## config.mk

```make
export PLATFORM = sky130hd
export DESIGN_NAME = uart_receiver
export DESIGN_NICKNAME = d
export VERILOG_FILES = /design/src/rtl/uart_receiver.sv
export SDC_FILE = /design/constraint.sdc
export NUM_CORES = 1
export LEC_CHECK = 0
export CORE_ASPECT_RATIO = 1.25
export CORE_MARGIN = 2
export CORE_UTILIZATION = 55
export DETAILED_ROUTE_END_ITERATION = 10
export PLACE_DENSITY = 0.8
export SYNTH_ARGS = -nofsm -noshare
export SYNTH_HDL_FRONTEND = slang
export SYNTH_SLANG_ARGS = --single-unit
```

## constraint.sdc

```tcl
create_clock -name clk -period 2.2 [get_ports clk]
set_clock_uncertainty 0.1 [all_clocks]
set_input_delay 0.22 -clock clk [delete_from_list [all_inputs] [get_ports clk]]
set_output_delay 0.22 -clock clk [all_outputs]
set_load 0.02 [all_outputs]
```

## src/rtl/uart_receiver.sv

```systemverilog
// 8N1-style UART receive path sampling a 16x (OVERSAMPLE) baud tick.
// Recovers LSB-first frames, strobes rx_dv on good frames and frame_err on a low stop bit.
module uart_receiver #(
  parameter int DATA_WIDTH = 8,
  parameter int OVERSAMPLE = 16
) (
  input  logic                  clk,
  input  logic                  rst_n,
  input  logic                  tick,
  input  logic                  rx_in,
  output logic [DATA_WIDTH-1:0] rx_out,
  output logic                  rx_dv,
  output logic                  frame_err
);

  localparam int TW = $clog2(OVERSAMPLE);
  localparam int BW = (DATA_WIDTH > 1) ? $clog2(DATA_WIDTH) : 1;
  localparam logic [TW-1:0] T_MID  = TW'(OVERSAMPLE/2 - 1);
  localparam logic [TW-1:0] T_END  = TW'(OVERSAMPLE - 1);
  localparam logic [TW-1:0] T_ONE  = TW'(1);
  localparam logic [BW-1:0] B_LAST = BW'(DATA_WIDTH - 1);
  localparam logic [BW-1:0] B_ONE  = BW'(1);

  typedef enum logic [2:0] {IDLE, START, DATA, STOP, BREAK} state_t;

  state_t                state, state_n;
  logic [1:0]            sync_q;
  logic                  rx_s;
  logic [TW-1:0]         tcnt, tcnt_n;
  logic [BW-1:0]         bcnt, bcnt_n;
  logic [DATA_WIDTH-1:0] sh, sh_n, rx_out_n;
  logic                  dv_n, fe_n;

  assign rx_s = sync_q[1];

  always_ff @(posedge clk or negedge rst_n) begin
    if (!rst_n) begin
      sync_q    <= 2'b11;
      state     <= IDLE;
      tcnt      <= '0;
      bcnt      <= '0;
      sh        <= '0;
      rx_out    <= '0;
      rx_dv     <= 1'b0;
      frame_err <= 1'b0;
    end else begin
      sync_q    <= {sync_q[0], rx_in};
      state     <= state_n;
      tcnt      <= tcnt_n;
      bcnt      <= bcnt_n;
      sh        <= sh_n;
      rx_out    <= rx_out_n;
      rx_dv     <= dv_n;
      frame_err <= fe_n;
    end
  end

  // Counter clears at mid start bit, so every later wrap lands mid-bit.
  always_comb begin
    state_n  = state;
    tcnt_n   = tcnt;
    bcnt_n   = bcnt;
    sh_n     = sh;
    rx_out_n = rx_out;
    dv_n     = 1'b0;
    fe_n     = 1'b0;
    unique case (state)
      IDLE: if (!rx_s) begin
        tcnt_n  = '0;
        state_n = START;
      end
      START: if (tick) begin
        if (tcnt == T_MID) begin
          tcnt_n = '0;
          if (!rx_s) begin
            bcnt_n  = '0;
            state_n = DATA;
          end else begin
            state_n = IDLE;
          end
        end else begin
          tcnt_n = tcnt + T_ONE;
        end
      end
      DATA: if (tick) begin
        if (tcnt == T_END) begin
          tcnt_n = '0;
          sh_n   = {rx_s, sh[DATA_WIDTH-1:1]};
          if (bcnt == B_LAST) begin
            bcnt_n  = '0;
            state_n = STOP;
          end else begin
            bcnt_n = bcnt + B_ONE;
          end
        end else begin
          tcnt_n = tcnt + T_ONE;
        end
      end
      STOP: if (tick) begin
        if (tcnt == T_END) begin
          tcnt_n = '0;
          if (rx_s) begin
            rx_out_n = sh;
            dv_n     = 1'b1;
            state_n  = IDLE;
          end else begin
            fe_n    = 1'b1;
            state_n = BREAK;
          end
        end else begin
          tcnt_n = tcnt + T_ONE;
        end
      end
      // A held-low line must not retrigger; wait for it to return high.
      BREAK: if (rx_s) state_n = IDLE;
      default: state_n = IDLE;
    endcase
  end

endmodule

```

Word level (Yosys, flattened, before mapping)
Index checks and enable logic that the tools add are counted.
Cells by class
  eq/ne operators: 18
  reduce and logical (&&, ||, !) cells: 9
  multiplexer cells: 33
  $add $sub $neg: 2
Operators by type and width (count)
  $mux 3: 16
  $mux 4: 5
  $ne 2x2->1 const B: 10
  $pmux 3 s5: 1
  $pmux 4 s3: 1
  $reduce_and 9->1: 1
  $mux 1: 8
  $reduce_and 4->1: 2
  $eq 3x2->1 const B: 2
  $eq 3x3->1 const B: 2
  $pmux 3 s2: 1
  $reduce_and 6->1: 1
  $add 4x1->4 const B: 1
  $eq 4x3->1 const B: 1
  $eq 4x4->1 const B: 1
  $add 3x1->3 const B: 1
  $eq 3x1->1 const B: 1
  $logic_not 3->1: 1
  $reduce_and 3->1: 1
  $reduce_bool 3->1: 1
  $mux 2: 1
  $ne 2x1->1 const B: 1
  $reduce_bool 2->1: 1
  $reduce_or 2->1: 1
Word-level totals
  logic and storage cells: 70
  register bits: 30
  bits of input ports: 4
  output and inout bits: 10

Depth between registers and ports, before layout
  depth after elaboration: 5
  depth in mapped cells: 6
  depth with buffers taken out: 5

Least setup slack after synthesis
No wires, ideal clock.
  path type: register -> register
  start point: register tcnt[0]
  end point: register sh[0]
  period minus slack after synthesis: 1.685 ns
  buffers on the path: 1
  required time: 1.975 ns
  path slack: 0.515 ns
  stages on the path, launching flop included: 6
  arrival: 1.461 ns
  setup time: 0.125 ns
  path through: dfrtp_1 > ha_1 > and4_1 > and2_4 > buf_6 > mux2_2
On the way
  word-level cells in the longest chain between the ends: 2
Ends and longest elaborated chain
  from (decl): line 29  | logic [TW-1:0] tcnt, tcnt_n;
  from (signal assigned): line 49  | tcnt <= tcnt_n;
  $eq 4x4->1: line 86  | if (tcnt == T_END) begin
  $reduce_and 3->1 (no line)
  to (signal assigned): line 51  | sh <= sh_n;
  to (decl): line 31  | logic [DATA_WIDTH-1:0] sh, sh_n, rx_out_n;
No other way between the ends.
A chain may end at the register's enable or synchronous reset.

Final worst setup path
  start point: register tcnt[0]
  end point: register sh[2]
The elaborated chain is that of the path after synthesis.

==> impl.org <==
** Run status
- Outcome :: completed

** Critical path
- The worst setup path is of the register to register kind.
- The setup check on the worst reg-to-reg path leaves a slack of 0.42 ns.
- In this run the critical register-to-register path is captured at sh[2].
- Length in cells of the worst reg-to-reg path :: 4
- In this run the worst path has a maximum fanout of 8.
- Required @ worst endpoint :: 2.32 ns
- For the worst setup path, the data arrival time is 1.90 ns.
- The slowest stage of the critical path belongs to the cell dfrtp_1.
- Source of the worst register-to-register timing path :: tcnt[0]
- Capturing element type of the critical path :: register
- STA classifies the critical path startpoint as a register.
- The signal on the critical path passes through ha_1 -> and4_1 -> and2_4 -> mux2_2.
- Max stage delay on crit path :: 0.39 ns

** Synthesis
- For this run, the number of Yosys warnings is 0.
- The number of different library cells used by synthesis comes to 35.
- The cell area that synthesis handed to floorplanning was 1390 um2.
- In this run, synthesis produced a sequential element count of 30.
- Synthesized instance count :: 110
- In this run the mean area of a mapped cell was 12.6 um2.
- The number of nets handed over by synthesis was 117.
- Sequential share of the synthesized area :: 0.542

** Final layout
- The repair_antennas step left the layout with diodes totalling 0.
- Once layout is done, the placed cells without fillers occupy 1600 um2.
- Commonest non-fill, non-tap cell in the layout :: dfrtp_1
- From synthesis to final layout, the design area changed by 15.1%.
- In the final design database the tool counted 133 nets.
- Cell Count, Final, Fillers Out :: 160
- Number of fillers in the final layout :: 187
- Highest-count cells in the layout ignoring fill and taps :: 28 x dfrtp_1, 16 x mux2_2, 13 x clkdlybuf4s50_1
- At the end of the flow the core is filled with cells to 0.659.
- Of the cells placed in the final design, the portion with a size suffix greater than 1 is 0.268.

** Clock tree
- Buffers inserted during clock tree synthesis total 5.
- CTS tree :: done
- Post-CTS Hold Fix Bufs :: 0
- The clock drives 30 sinks.
- Clock Latency Late Sink :: 0.33 ns
- Buffer cell driving the clock tree root :: clkbuf_4
- The number of gates resized after CTS was 0.
- No sink is reached through more buffers than the 2 on the longest clock path.
- Number of setup buffers added after CTS :: 0
- After clock tree synthesis, the clock-pin slew on the worst setup and hold paths is 0.10 ns.
- The H-tree generated during clock tree synthesis spans 2 levels.

** Die
- The die covers 2950 um2.
- In this run the count of I/O pins placed on the die edge is 14.
- The initial utilization of the core area, before any placement, comes to 0.573.
- Chip Height :: 60.2 um
- In this run the horizontal extent of the chip is 49.0 um.
- Total number of placement rows :: 20
- The core region is 2430 um2.

** GRT
- Entering global routing, the biggest net connects 31 pins.
- Aggregate global-route resource usage :: 0.176
- The first global-routing pass estimated 3710 um of wire.
- For this run the aggregate overflow at the end of global routing stands at 0.
- Number of global-route vias before repair :: 854
- Number of antenna violations at the first check in global routing :: 0

** Power
- Static leakage :: 0.739 nW
- Fraction of power spent switching nets :: 0.297
- Of the total power, registers draw 0.495.
- The share of total power dissipated in combinational logic is 0.209.
- Power comes to 1.43 mW.
- Switching power summed over all nets :: 0.426 mW
- For this design the ratio of total power to cell area is 897 nW/um2.
- VDD sags by at most 0.000600 V.
- Clock network fraction of total power :: 0.296
- Cell internal power was estimated by the tool at 1.01 mW.

** Detailed routing
- Remaining number of nets flagged by the antenna check after routing :: 0
- For this block, the via count after detailed routing is 858.
- The first detailed-routing pass ran for 4 iterations.
- Starting DRT DRC Count :: 21
- Total Wirelength :: 2160 um
- Average via count per standard cell :: 5.36
- In the routed design, unresolved DRC markers number 0.
- Routed WL per cell :: 13.5 um

** Min path
- The tightest min-delay check is of the primary input to async pin type.

** Timing
- Total of endpoints with negative setup slack in the final report :: 0
- The total count of hold-check failures in the final report was 0.
- Final critical delay including setup and external delays :: 1.78 ns
- Accumulated negative setup slack :: 0 ns
- Across all hold checks on the routed design, the worst slack comes to 0.170 ns.
- Setup repair after global routing left no endpoint under its margin.
- In this run the tightest slew margin relative to its limit is 0.731.
- Pin slew with the least headroom to its limit :: 0.403 ns
- Across all setup checks in the final design, the least slack found is 0.421 ns.
- Highest clock frequency the design can meet :: 562 MHz
- Final cycle utilization of the critical path :: 0.809
- Total count of max-transition violations in the final report :: 0

** Placed design
- Number of buffer cells added on primary ports :: 13
- Timing analysis after detailed placement gives a worst setup slack of 0.323 ns.
- Post-Place Cell Area :: 1520 um2
- HPWL after detailed placement :: 1500 um
- Placed Cells :: 152
- Routability-driven placement finished with a final weighted congestion of 0.749.

** Flow run
- Maximum capacitance violations :: 0
[power by group through the flow]
stage | logic [mW] | clock network, mW | registers [mW]
floorplan | 0.294 | 0 | 0.672
global placement | 0.285 | 0 | 0.716
detailed placement | 0.302 | 0 | 0.721
CTS | 0.305 | 0.444 | 0.710
global route | 0.344 | 0.463 | 0.726
finish | 0.300 | 0.425 | 0.710
[flip-flops by register name, summed over array words and instances, names as in the netlist]
| register | cells |
|---|---|
| tcnt | 4 |
| bcnt | 3 |
| sh | 8 |
| sync_q | 2 |
| rx_dv | 1 |
| state | 3 |
| rx_out | 8 |
| frame_err | 1 |
[worst max-delay path by stage]
stage,startpoint,end,cells after the start
detailed placement,tick,sh[6],4
finish,tcnt[0],sh[2],4
floorplan,tcnt[0],sh[0],5
CTS,tcnt[0],sh[2],4
global route,tcnt[0],sh[6],4
global placement,tick,sh[0],4
[cells in the mapped netlist]
cell type	count	share of area
a21oi_4	1	0.012
nor2b_4	1	0.0099
xnor2_1	1	0.0063
mux2i_1	3	0.022
and3_1	2	0.0090
dfrtp_1	28	0.50
mux2_1	1	0.0081
o21ai_1	1	0.0036
and2b_4	1	0.0072
nand2_1	4	0.011
nor2b_1	4	0.018
nand4_4	1	0.015
a22oi_1	1	0.0054
and4_1	1	0.0063
and2_1	1	0.0045
o31ai_1	1	0.0054
or3_4	1	0.0081
o21ai_0	3	0.011
a32o_1	1	0.0072
o22ai_1	1	0.0045
a31oi_1	2	0.0090
nor3_2	1	0.0072
buf_6	3	0.024
nor2_1	7	0.019
and2_4	1	0.0063
buf_2	1	0.0036
a211oi_1	1	0.0054
nand3_1	4	0.014
buf_4	1	0.0054
a21oi_1	2	0.0072
ha_1	3	0.027
a311o_1	1	0.0072
mux2_2	16	0.13
inv_1	7	0.019
dfstp_2	2	0.038
[final cells by class]
class	count	area (um2)	area share
inverter	7	26.3	0.0164
timing repair buffer	14	138	0.0860
multi-input combinational	68	564	0.353
clock buffer	5	37.5	0.0235
sequential	30	753	0.471
tap	33	41.3	0.0258
clock inverter	3	40.0	0.0250
[logic make-up (layout without fill, tap and decap cells)]
family                     count (synthesis)  after routing  share of synthesized area
AOI/OAI and AO/OA                         15             15                     0.0774
xor gates and xnor gates                   1              1                    0.00630
adders and majority gates                  3              3                     0.0270
buffers and inverters                     12             29                     0.0522
DFF                                       30             30                      0.542
muxes                                     20             20                      0.159
and+or+nand+nor                           29             29                      0.136
[worst max-delay path: cells and delay by family (launching register included)]
| kind | cells | cell delay (ns) |
|---|---|---|
| adders and majority gates | 1 | 0.26 |
| DFF | 1 | 0.39 |
| muxes | 1 | 0.34 |
| and+or+nand+nor | 2 | 0.60 |
[metal layers]
metal	GRT usage	wire, um	vias to the layer above
li1	-	-	414
met1	0.201	912	418
met2	0.282	1110	20
met3	0.0700	96	6
met4	0.106	44	0
met5	0	0	-
(Power assumes the default switching activity.)
